[src/rtl/pipe_ctrl.sv]
// Pipeline sequencer: folds hazard, redirect, I/D-miss and halt into per-stage enable/flush/bubble controls.
// Controls are combinational from state and inputs (zero latency); halted, counters and flush_pend are registered.
module pipe_ctrl #(
    parameter int CNT_W = 16
) (
    input  logic             clk,
    input  logic             rst,
    input  logic             hazard_stall,
    input  logic             branch_flush,
    input  logic             imem_stall,
    input  logic             imem_done,
    input  logic             dmem_stall,
    input  logic             dmem_done,
    input  logic             halt_wb,
    output logic             pc_en,
    output logic             if_id_en,
    output logic             if_id_flush,
    output logic             id_ex_en,
    output logic             id_ex_bubble,
    output logic             ex_mem_en,
    output logic             mem_wb_en,
    output logic             mem_wb_bubble,
    output logic             halted,
    output logic [CNT_W-1:0] stall_cnt,
    output logic [CNT_W-1:0] flush_cnt
);

    typedef enum logic [1:0] {
        ST_RUN   = 2'd0,
        ST_IWAIT = 2'd1,
        ST_DWAIT = 2'd2,
        ST_HALT  = 2'd3
    } state_e;

    typedef struct packed {
        logic pc_en;
        logic if_id_en;
        logic if_id_flush;
        logic id_ex_en;
        logic id_ex_bubble;
        logic ex_mem_en;
        logic mem_wb_en;
        logic mem_wb_bubble;
    } ctrl_t;

    localparam ctrl_t CTRL_OFF   = '0;
    localparam ctrl_t CTRL_RST   = '{pc_en: 1'b0, if_id_en: 1'b0, if_id_flush: 1'b1, id_ex_en: 1'b0,
                                     id_ex_bubble: 1'b1, ex_mem_en: 1'b0, mem_wb_en: 1'b0,
                                     mem_wb_bubble: 1'b1};
    localparam ctrl_t CTRL_DMISS = '{pc_en: 1'b0, if_id_en: 1'b0, if_id_flush: 1'b0, id_ex_en: 1'b0,
                                     id_ex_bubble: 1'b0, ex_mem_en: 1'b0, mem_wb_en: 1'b1,
                                     mem_wb_bubble: 1'b1};

    state_e           state_q, state_d;
    logic             flush_pend_q, flush_pend_d;
    logic             halted_q;
    logic [CNT_W-1:0] stall_cnt_q, stall_cnt_d;
    logic [CNT_W-1:0] flush_cnt_q, flush_cnt_d;
    ctrl_t            ctrl;
    logic             run_rules;
    logic             dmem_mask;
    logic             flush_take;
    logic             stall_inc;

    // Back end drains; decode either advances or holds with a bubble into ID_EX.
    function automatic ctrl_t drain(input logic hold);
        ctrl_t c;
        c               = CTRL_OFF;
        c.id_ex_en      = 1'b1;
        c.ex_mem_en     = 1'b1;
        c.mem_wb_en     = 1'b1;
        c.pc_en         = ~hold;
        c.if_id_en      = ~hold;
        c.id_ex_bubble  = hold;
        return c;
    endfunction

    always_comb begin
        ctrl         = CTRL_OFF;
        state_d      = state_q;
        flush_pend_d = flush_pend_q;
        flush_take   = 1'b0;
        run_rules    = 1'b0;
        dmem_mask    = 1'b0;

        case (state_q)
            ST_RUN: begin
                run_rules = 1'b1;
            end
            ST_DWAIT: begin
                if (dmem_done) begin
                    run_rules = 1'b1;
                    dmem_mask = 1'b1;
                    state_d   = ST_RUN;
                end else begin
                    ctrl = CTRL_DMISS;
                end
            end
            ST_IWAIT: begin
                ctrl             = drain(hazard_stall);
                ctrl.pc_en       = 1'b0;
                ctrl.if_id_en    = 1'b0;
                ctrl.if_id_flush = ~hazard_stall;
                if (branch_flush) begin
                    ctrl.pc_en        = 1'b1;
                    ctrl.if_id_flush  = 1'b1;
                    ctrl.id_ex_bubble = 1'b1;
                    flush_take        = 1'b1;
                    if (imem_done) begin
                        flush_pend_d = 1'b0;
                        state_d      = ST_RUN;
                    end else begin
                        flush_pend_d = 1'b1;
                    end
                end else if (imem_done) begin
                    flush_pend_d = 1'b0;
                    state_d      = ST_RUN;
                    // A redirect seen mid-miss means the returning word is on the wrong path.
                    if (flush_pend_q) begin
                        ctrl.if_id_flush = 1'b1;
                    end else begin
                        ctrl.if_id_flush = 1'b0;
                        ctrl.pc_en       = ~hazard_stall;
                        ctrl.if_id_en    = ~hazard_stall;
                    end
                end
            end
            default: begin
                ctrl = CTRL_OFF;
            end
        endcase

        if (run_rules) begin
            if (halt_wb) begin
                ctrl    = CTRL_OFF;
                state_d = ST_HALT;
            end else if (dmem_stall && !dmem_mask) begin
                ctrl    = CTRL_DMISS;
                state_d = ST_DWAIT;
            end else if (branch_flush) begin
                ctrl             = drain(1'b1);
                ctrl.pc_en       = 1'b1;
                ctrl.if_id_flush = 1'b1;
                flush_take       = 1'b1;
                state_d          = ST_RUN;
            end else if (imem_stall) begin
                ctrl             = drain(hazard_stall);
                ctrl.pc_en       = 1'b0;
                ctrl.if_id_en    = 1'b0;
                ctrl.if_id_flush = ~hazard_stall;
                state_d          = ST_IWAIT;
            end else begin
                ctrl    = drain(hazard_stall);
                state_d = ST_RUN;
            end
        end

        if (rst) begin
            ctrl = CTRL_RST;
        end
    end

    assign stall_inc = ~ctrl.pc_en && (state_q != ST_HALT);

    always_comb begin
        stall_cnt_d = stall_cnt_q;
        flush_cnt_d = flush_cnt_q;
        if (stall_inc && (stall_cnt_q != {CNT_W{1'b1}})) begin
            stall_cnt_d = stall_cnt_q + CNT_W'(1);
        end
        if (flush_take && (flush_cnt_q != {CNT_W{1'b1}})) begin
            flush_cnt_d = flush_cnt_q + CNT_W'(1);
        end
    end

    always_ff @(posedge clk) begin
        if (rst) begin
            state_q      <= ST_RUN;
            flush_pend_q <= 1'b0;
            halted_q     <= 1'b0;
            stall_cnt_q  <= '0;
            flush_cnt_q  <= '0;
        end else begin
            state_q      <= state_d;
            flush_pend_q <= flush_pend_d;
            halted_q     <= (state_d == ST_HALT);
            stall_cnt_q  <= stall_cnt_d;
            flush_cnt_q  <= flush_cnt_d;
        end
    end

    assign pc_en         = ctrl.pc_en;
    assign if_id_en      = ctrl.if_id_en;
    assign if_id_flush   = ctrl.if_id_flush;
    assign id_ex_en      = ctrl.id_ex_en;
    assign id_ex_bubble  = ctrl.id_ex_bubble;
    assign ex_mem_en     = ctrl.ex_mem_en;
    assign mem_wb_en     = ctrl.mem_wb_en;
    assign mem_wb_bubble = ctrl.mem_wb_bubble;
    assign halted        = halted_q;
    assign stall_cnt     = stall_cnt_q;
    assign flush_cnt     = flush_cnt_q;

endmodule

[config.mk]
export PLATFORM = sky130hd
export DESIGN_NAME = pipe_ctrl
export DESIGN_NICKNAME = d
export VERILOG_FILES = /design/src/rtl/pipe_ctrl.sv
export SDC_FILE = /design/constraint.sdc
export NUM_CORES = 1
export LEC_CHECK = 0
export ABC_AREA = 1
export CAP_MARGIN = 20
export CORE_UTILIZATION = 46
export CTS_CLUSTER_DIAMETER = 150
export DETAILED_ROUTE_END_ITERATION = 10
export GPL_TIMING_DRIVEN = 0
export PLACE_DENSITY = 0.71
export SYNTH_ARGS = -nofsm -noshare
export SYNTH_HDL_FRONTEND = slang
export SYNTH_SLANG_ARGS = --single-unit
[constraint.sdc]
create_clock -name clk -period 3.1 [get_ports clk]
set_input_delay 0.93 -clock clk [delete_from_list [all_inputs] [get_ports clk]]
set_output_delay 0.93 -clock clk [all_outputs]
set_load 0.02 [all_outputs]
==> summary by stage, run 1 <==
Critical path
STA classifies the critical path startpoint as an input port. The number of buffers and inverters on the critical path is 3. The kind of cell with the highest combined delay along the critical path is buffers and inverters. The startpoint-to-endpoint class of the critical path is input port to primary output. The biggest cell delay along the critical path is about 410 ps. The arrival time at the worst endpoint is 2080 ps. The element type at the critical path end is a primary output.

Along the worst path, the maximum fanout reaches 3. On the critical path, the stage with the largest delay is an instance of clkdlybuf4s50_1. The critical path required time is 2170 ps.

Walking the worst path, the cells encountered are clkdlybuf4s50_1, nand2_2, nand2_1, a21oi_2, o21a_1, buf_4, buf_2.

Final layout
In the layout the commonest cells are nand2_1, inv_1, dfxtp_1, clkdlybuf4s50_1, nor2_1. The repair_antennas step left the layout with diodes totalling 0. The most common cell after layout, fill and taps aside is nand2_1.

The cell area after layout is 3303 um^2. Of the cells placed in the final design, the portion with a size suffix greater than 1 is 0.1648. The final core utilization is 0.5999.

From synthesis to final layout, the design area changed by 25.59%. The number of filler instances in the final layout is 520. The count of cells in the finished layout, fillers not included, comes to 515.

The final layout net count is 458.

Drt
The first routing iteration left 198 violations. The final antenna-violating net count is 0. The total iterations of the first detailed-routing run is 5.

Dividing the detail-routed wire length by the instance count gives about 12 um. The final route contains 2660 vias. For this run, design rule violations remaining after detail routing come to 0. Dividing the detail-routed via count by the number of cells gives approximately 5.2. The final routed wirelength across all metal layers is 6395 um.

Timing
Setup violations remaining at the end of the flow were counted as 0. In this run the tightest slew margin relative to its limit is 0.5701. In the finished design, the share of the clock period the worst path needs comes to 0.9713.

The max-slew violation count came to 0. The time the final worst path needs with I/O delays and setup is between 3000 and 4000 ps. In the final timing run, aggregate negative setup slack is 0 ps. Setup repair after global routing left no endpoint under its margin. For the final database, setup skew stands at 7.280 ps. The slew at the pin closest to its max-slew limit is 644.8 ps.

Timing would allow up to 332.1 MHz. The number of failing hold endpoints at the final stage is 0.

GRT
Across every metal layer, demand over resource in global routing totals 0.2237. Entering global routing, the biggest net connects 18 pins. The number of antenna violations at the first check in global routing is 0. The via count of the first global-routing pass is 2301. The global-route wire length before repair is 10820 um. After global routing the overflow that remains totals 0.

Placed design
In this run the cell area measured after placement is 3201 um^2. The detailed placer's ending HPWL is 4660 um. The number of I/O port buffers is 48.

The number of placed instances, taps included, is 502. The congestion estimate from routability-driven global placement came to 0.8780.

Floorplan
The floorplan step defined a die boundary enclosing 6024 um^2. The starting utilization of the core area is 0.4776. In this run the core area contains 27 standard-cell rows. The floorplan step set the die height to 77.62 um. The die is 77.62 um wide. The placeable core region is 5507 um^2. The total I/O pin count is 50.

Clock network
For the worst-skew pair, the clock arrives at the later sink with an insertion delay of 290 ps. Clock-pin slew was measured on the worst setup and hold paths at 70 ps. The deepest level of the CTS H-tree is 2. The maximum clock insertion buffer count is 2. The root cell of the clock tree is clkbuf_8. The number of hold buffers added after CTS was 0. TritonCTS built the clock tree. The clock net in this run drives a total of 36 sinks. The number of CTS-inserted buffers is 5.

Power and ir drop
The analysis attributes to cell leakage a power of 1.353 nW. For this design the ratio of total power to cell area is around 400 nW/um^2. The total design power is around 1.3 mW. The maximum VDD drop is between 0.15 and 0.2 mV.

Run
The count of max-cap constraint violations is 0.

Synth
Summing every instance area after synthesis gives ~2600 um^2. The number of warnings reported in the yosys synthesis log is 0. The number of register bits inferred by synthesis is 36. The sequential cell area fraction in the yosys report is 0.2740. The number of distinct library cells after synthesis is 37. In the synthesized netlist, the number of instances is 382.

The number of nets in the synthesized netlist is just under 400. The mean cell area of the mapped netlist is 6.885 um^2.

Run status
The run finished with clean final reports.

Worst hold path
The class of the most critical hold timing path is register to register.
cell type report:
class | count | area, um^2 | area share
multi-input cells | 292 | 1670 | 0.5057
clock buffers | 8 | 90.09 | 0.02727
plain buffers | 10 | 72.57 | 0.02197
inverters | 43 | 161.4 | 0.04886
repair buffers | 54 | 498.0 | 0.1508
well taps | 72 | 90.09 | 0.02727
flip-flops and latches | 36 | 720.7 | 0.2182
sequential cells by signal, summed over array words and instances, names as in the netlist:
name,flops
flush_pend_q,1
stall_cnt,16
flush_cnt,16
halted,1
state_q,2
path summary, 6_finish.rpt:
| path | to | depth (start not counted) | start | slack (ps) |
|---|---|---|---|---|
| worst min register to register | stall_cnt[15] | 2 | stall_cnt[15] | 520 |
| worst max register to register | stall_cnt[6] | 13 | state_q[0] | 900 |
| worst min-delay path | stall_cnt[15] | 2 | stall_cnt[15] | 520 |
| worst max-delay path | id_ex_en | 7 | dmem_stall | 90 |
what timing repair did:
action,CTS,global route
buffers inserted,6,0
resized for setup,30,6
setup endpoints to repair,8,4
pin swaps,7,0
synthesized netlist by cell type (all sizes together):
cell type	n	area [um^2]
nand4	25	162.6
a31oi	2	12.51
nand2	128	583.1
o21a	1	7.510
clkbuf	6	22.52
buf	5	55.05
clkinv	1	3.750
o21ai	10	61.31
nand3b	5	41.29
o22ai	1	6.260
a21oi	32	197.7
dfxtp	36	720.7
inv	42	157.6
nor3	8	45.04
a211oi	1	7.510
ha	7	87.58
nand3	17	102.6
xnor2	1	8.760
xor2	11	96.34
o211ai	3	22.52
nor2	40	227.7
worst reg2reg max path, delay by kind of cell (launching register included):
family,cells,cell delay [ps]
simple gates,5,470
flops,1,420
buf+inv,5,740
fa+ha+maj,1,240
compound gates,2,270
power breakdown:
group          switching, mW  internal [mW]  leakage, nW  total [mW]
registers             0.0324          0.487        0.292       0.520
logic                  0.273          0.182         1.02       0.455
clock network          0.169          0.181       0.0455       0.350
cell families (layout without fill, tap and decap cells):
group,count (synthesis),after routing,synth area share
simple gates,223,223,0.4420
compound gates,50,50,0.1199
xor+xnor,12,12,0.03996
buf+inv,54,115,0.09086
fa+ha+maj,7,7,0.03330
flops,36,36,0.2740
layer usage:
| metal | global-route usage | part of all wire |
|---|---|---|
| met1 | 0.3060 | 0.48 |
| met2 | 0.3558 | 0.45 |
| met3 | 0.04353 | 0.057 |
| met4 | 0.06226 | 0.0099 |
| met5 | 0 | 0 |
stage by stage:
| step | hold slack [ps] | setup slack [ps] |
|---|---|---|
| global route | 544.1 | 2.550 |
| detailed placement | 506.5 | -745.5 |
| global placement | 495.3 | -749.2 |
| floorplan | 499.2 | 328.6 |
| finish | 515.5 | 89.02 |
| CTS | 517.8 | 28.48 |
No activity file was read; power rests on OpenSTA's default activity.
==> run 2, diff against run 1 <==
--- a/config.mk
+++ b/config.mk
@@ -11,7 +11,9 @@
 export CTS_CLUSTER_DIAMETER = 150
 export DETAILED_ROUTE_END_ITERATION = 10
 export GPL_TIMING_DRIVEN = 0
+export MAX_ROUTING_LAYER = met4
 export PLACE_DENSITY = 0.71
+export SKIP_LAST_GASP = 1
 export SYNTH_ARGS = -nofsm -noshare
 export SYNTH_HDL_FRONTEND = slang
 export SYNTH_SLANG_ARGS = --single-unit
==> run 2 against run 1 <==
  * Worst setup slack about the same
  * Highest routed layer unchanged
  * Register-to-register slack about the same
  * Maximum frequency about the same
  * Critical endpoint unchanged
  * Final cell count unchanged
  * Sequential cell count unchanged
  * Clock power about the same
==> summary by stage, run 2 (same netlist as run 1, synthesis figures left out) <==
Clock network
The number of CTS-inserted buffers was 5 (unchanged). The deepest level of the CTS H-tree is 2 (unchanged). The total clock sinks came to 36 (unchanged).

The worst-skew pair later-pin latency came to 290 ps (about the same). The clock-pin transition on the worst setup and hold timing paths came to 70 ps (about the same). The hold buffer count at CTS is 0 (unchanged). The maximum clock insertion buffer count is 2 (unchanged). TritonCTS built the clock tree.

The root buffer cell chosen for the clock tree is clkbuf_8.

Drt
The first-iteration detailed-routing DRC count was 198 (unchanged). The number of vias in the routed layout is 2647 (-0.49%). The average wire per standard cell was 12.39 um (-0.25%). The detail-routed via count per cell was 5.140 (-0.49%). The final routed wirelength across all metal layers is 6379 um (-0.25%). The total iterations of the first detailed-routing run is 4 (-1). The number of design rule violations left after detail routing is 0 (unchanged).

The final antenna-violating net count came to 0 (unchanged).

Timing
The share of the clock period used by the worst path after layout came to 0.9712 (about the same). The highest achievable clock rate is 332.1 MHz (about the same). The number of failing hold endpoints at the final stage is 0 (unchanged). The count of endpoints failing setup in the final report is 0 (unchanged). The slew at the pin closest to its max-slew limit came to 644.2 ps (-0.6004 ps). The time the final worst path needs with I/O delays and setup is 3011 ps (-0.1426 ps).

The max-slew violation count is 0 (unchanged). The worst clock skew is 7.335 ps (+0.05488 ps). The normalized max-slew margin is 0.5705 (about the same).

Final layout
The fraction of layout instances using a drive strength above 1 is 0.1648 (unchanged). The cell area after layout is 3307 um^2 (+0.11%). The final core utilization was 0.6005 (+0.0006810).

The most common cell after layout, fill and taps aside is nand2_1. The final layout net count came to 458 (unchanged). The synthesis-to-layout area growth is 25.74%.

The library cells used most frequently in the layout, excluding fill and tap cells, are nand2_1, inv_1, dfxtp_1, clkdlybuf4s50_1, nor2_1. The count of inserted antenna diode cells is 0 (unchanged).

Floorplan
The vertical die dimension was 77.62 um (unchanged). The number of placement rows came to 27 (unchanged). The total I/O pin count is 50 (unchanged). The placeable core region was 5507 um^2 (unchanged). The die extent in x is 77.62 um (unchanged). The area of the die is 6024 um^2 (unchanged).

The starting utilization of the core area is 0.4776 (unchanged).

Placed design
The detailed placer's ending HPWL is 4660 um (unchanged). The cell area after placement is 3201 um^2 (unchanged). The number of I/O port buffers was 48 (unchanged). The final weighted congestion of routability-driven global placement is 0.8925 (+1.7%).

GRT
The maximum number of pins on one net before global-route repair came to 18 (unchanged). The global-route wire length before repair was 10820 um (unchanged). The all-layer global routing usage is 0.2301 (+0.006312). The number of antenna violations at the first check in global routing is 0 (unchanged). The overflow left after global routing came to 0 (unchanged). The via count of the first global-routing pass came to 2302 (+0.043%).

Critical path
The worst setup path is launched from an input port. The arrival time at the worst endpoint is 2080 ps (about the same). The highest fanout seen on the critical path is 3 (unchanged). The critical path required time came to 2170 ps (about the same). The worst reg-to-reg path cell count is 13 (unchanged). The register-to-register path setup slack is 890 ps (about the same). The element type at the critical path end is a primary output.

In this run the critical register-to-register path is captured at stall_cnt[6]. The startpoint-to-endpoint class of the critical path is input port to primary output. Tracing the worst setup path back leads to its startpoint at dmem_stall.

Following the worst setup path forward leads to its endpoint at id_ex_en. The startpoint identified for the worst register-to-register timing path is state_q[0].

Run status
The run finished with clean final reports.

Power and ir drop
The static power due to leakage is 1.361 nW (+0.58%). The ratio of total power to cell area is 400.0 nW/um^2 (-0.29%). The total design power was 1.323 mW (-0.18%). The maximum VDD drop is 0.1871 mV (about the same).

Worst hold path
The class of the most critical hold timing path is register to register.

Run
The count of max-cap constraint violations was 0 (unchanged).
[run 2: worst max-delay path, stage by stage]
cell and delay [ps]:
clkdlybuf4s50_1 410, nand2_2 90, nand2_1 90, a21oi_2 160, o21a_1 150, buf_4 100, buf_2 150
[run 2: area by class of cell]
cell class / instances / area [um^2]
fill: 519 / 2200
multi-input combinational: 292 / 1670
timing repair buffer: 54 / 501.7
tap: 72 / 90.09
clock buffer: 8 / 90.09
inverter: 43 / 161.4
buffer: 10 / 72.57
sequential: 36 / 720.7
[run 2: repair_timing]
action,4_1_cts,5_1_grt
pin swaps,7,0
endpoints found under the setup margin,8,5
gates resized for setup,29,7
hold endpoints to repair,0,0
buffers inserted,6,0
[run 2: metrics by stage]
step	setup TNS (ps)	hold WS, ps	instances	setup WS, ps
final	0	517.0	515	89.16
after detailed placement	-4152	506.5	502	-745.5
after floorplan	0	499.2	382	328.6
after global routing	-3.688	544.1	515	-3.688
after CTS	-18.94	517.8	515	-18.94
after global placement	-4132	495.3	502	-749.2
[run 2: worst min-delay path by stage]
stage	startpoint	to	slack (ps)	depth (start not counted)
global placement	stall_cnt[3]	stall_cnt[3]	500	2
global route	stall_cnt[15]	stall_cnt[15]	540	2
finish	stall_cnt[15]	stall_cnt[15]	520	2
floorplan	flush_pend_q	flush_pend_q	500	2
detailed placement	stall_cnt[3]	stall_cnt[3]	510	2
CTS	stall_cnt[3]	stall_cnt[3]	520	2
[run 2: report_power, final]
part	total, mW	internal [mW]	switching, mW
logic	0.456	0.182	0.273
registers	0.520	0.487	0.0324
clock network	0.347	0.181	0.166
total	1.32	0.851	0.472
[run 2: metal layers]
metal / vias up / global-route usage / part of all wire
met4: 0 / 0.06226 / 0.0099
met2: 69 / 0.3558 / 0.45
met3: 5 / 0.04118 / 0.048
met5: - / - / 0
li1: 1372 / - / -
met1: 1201 / 0.3074 / 0.49
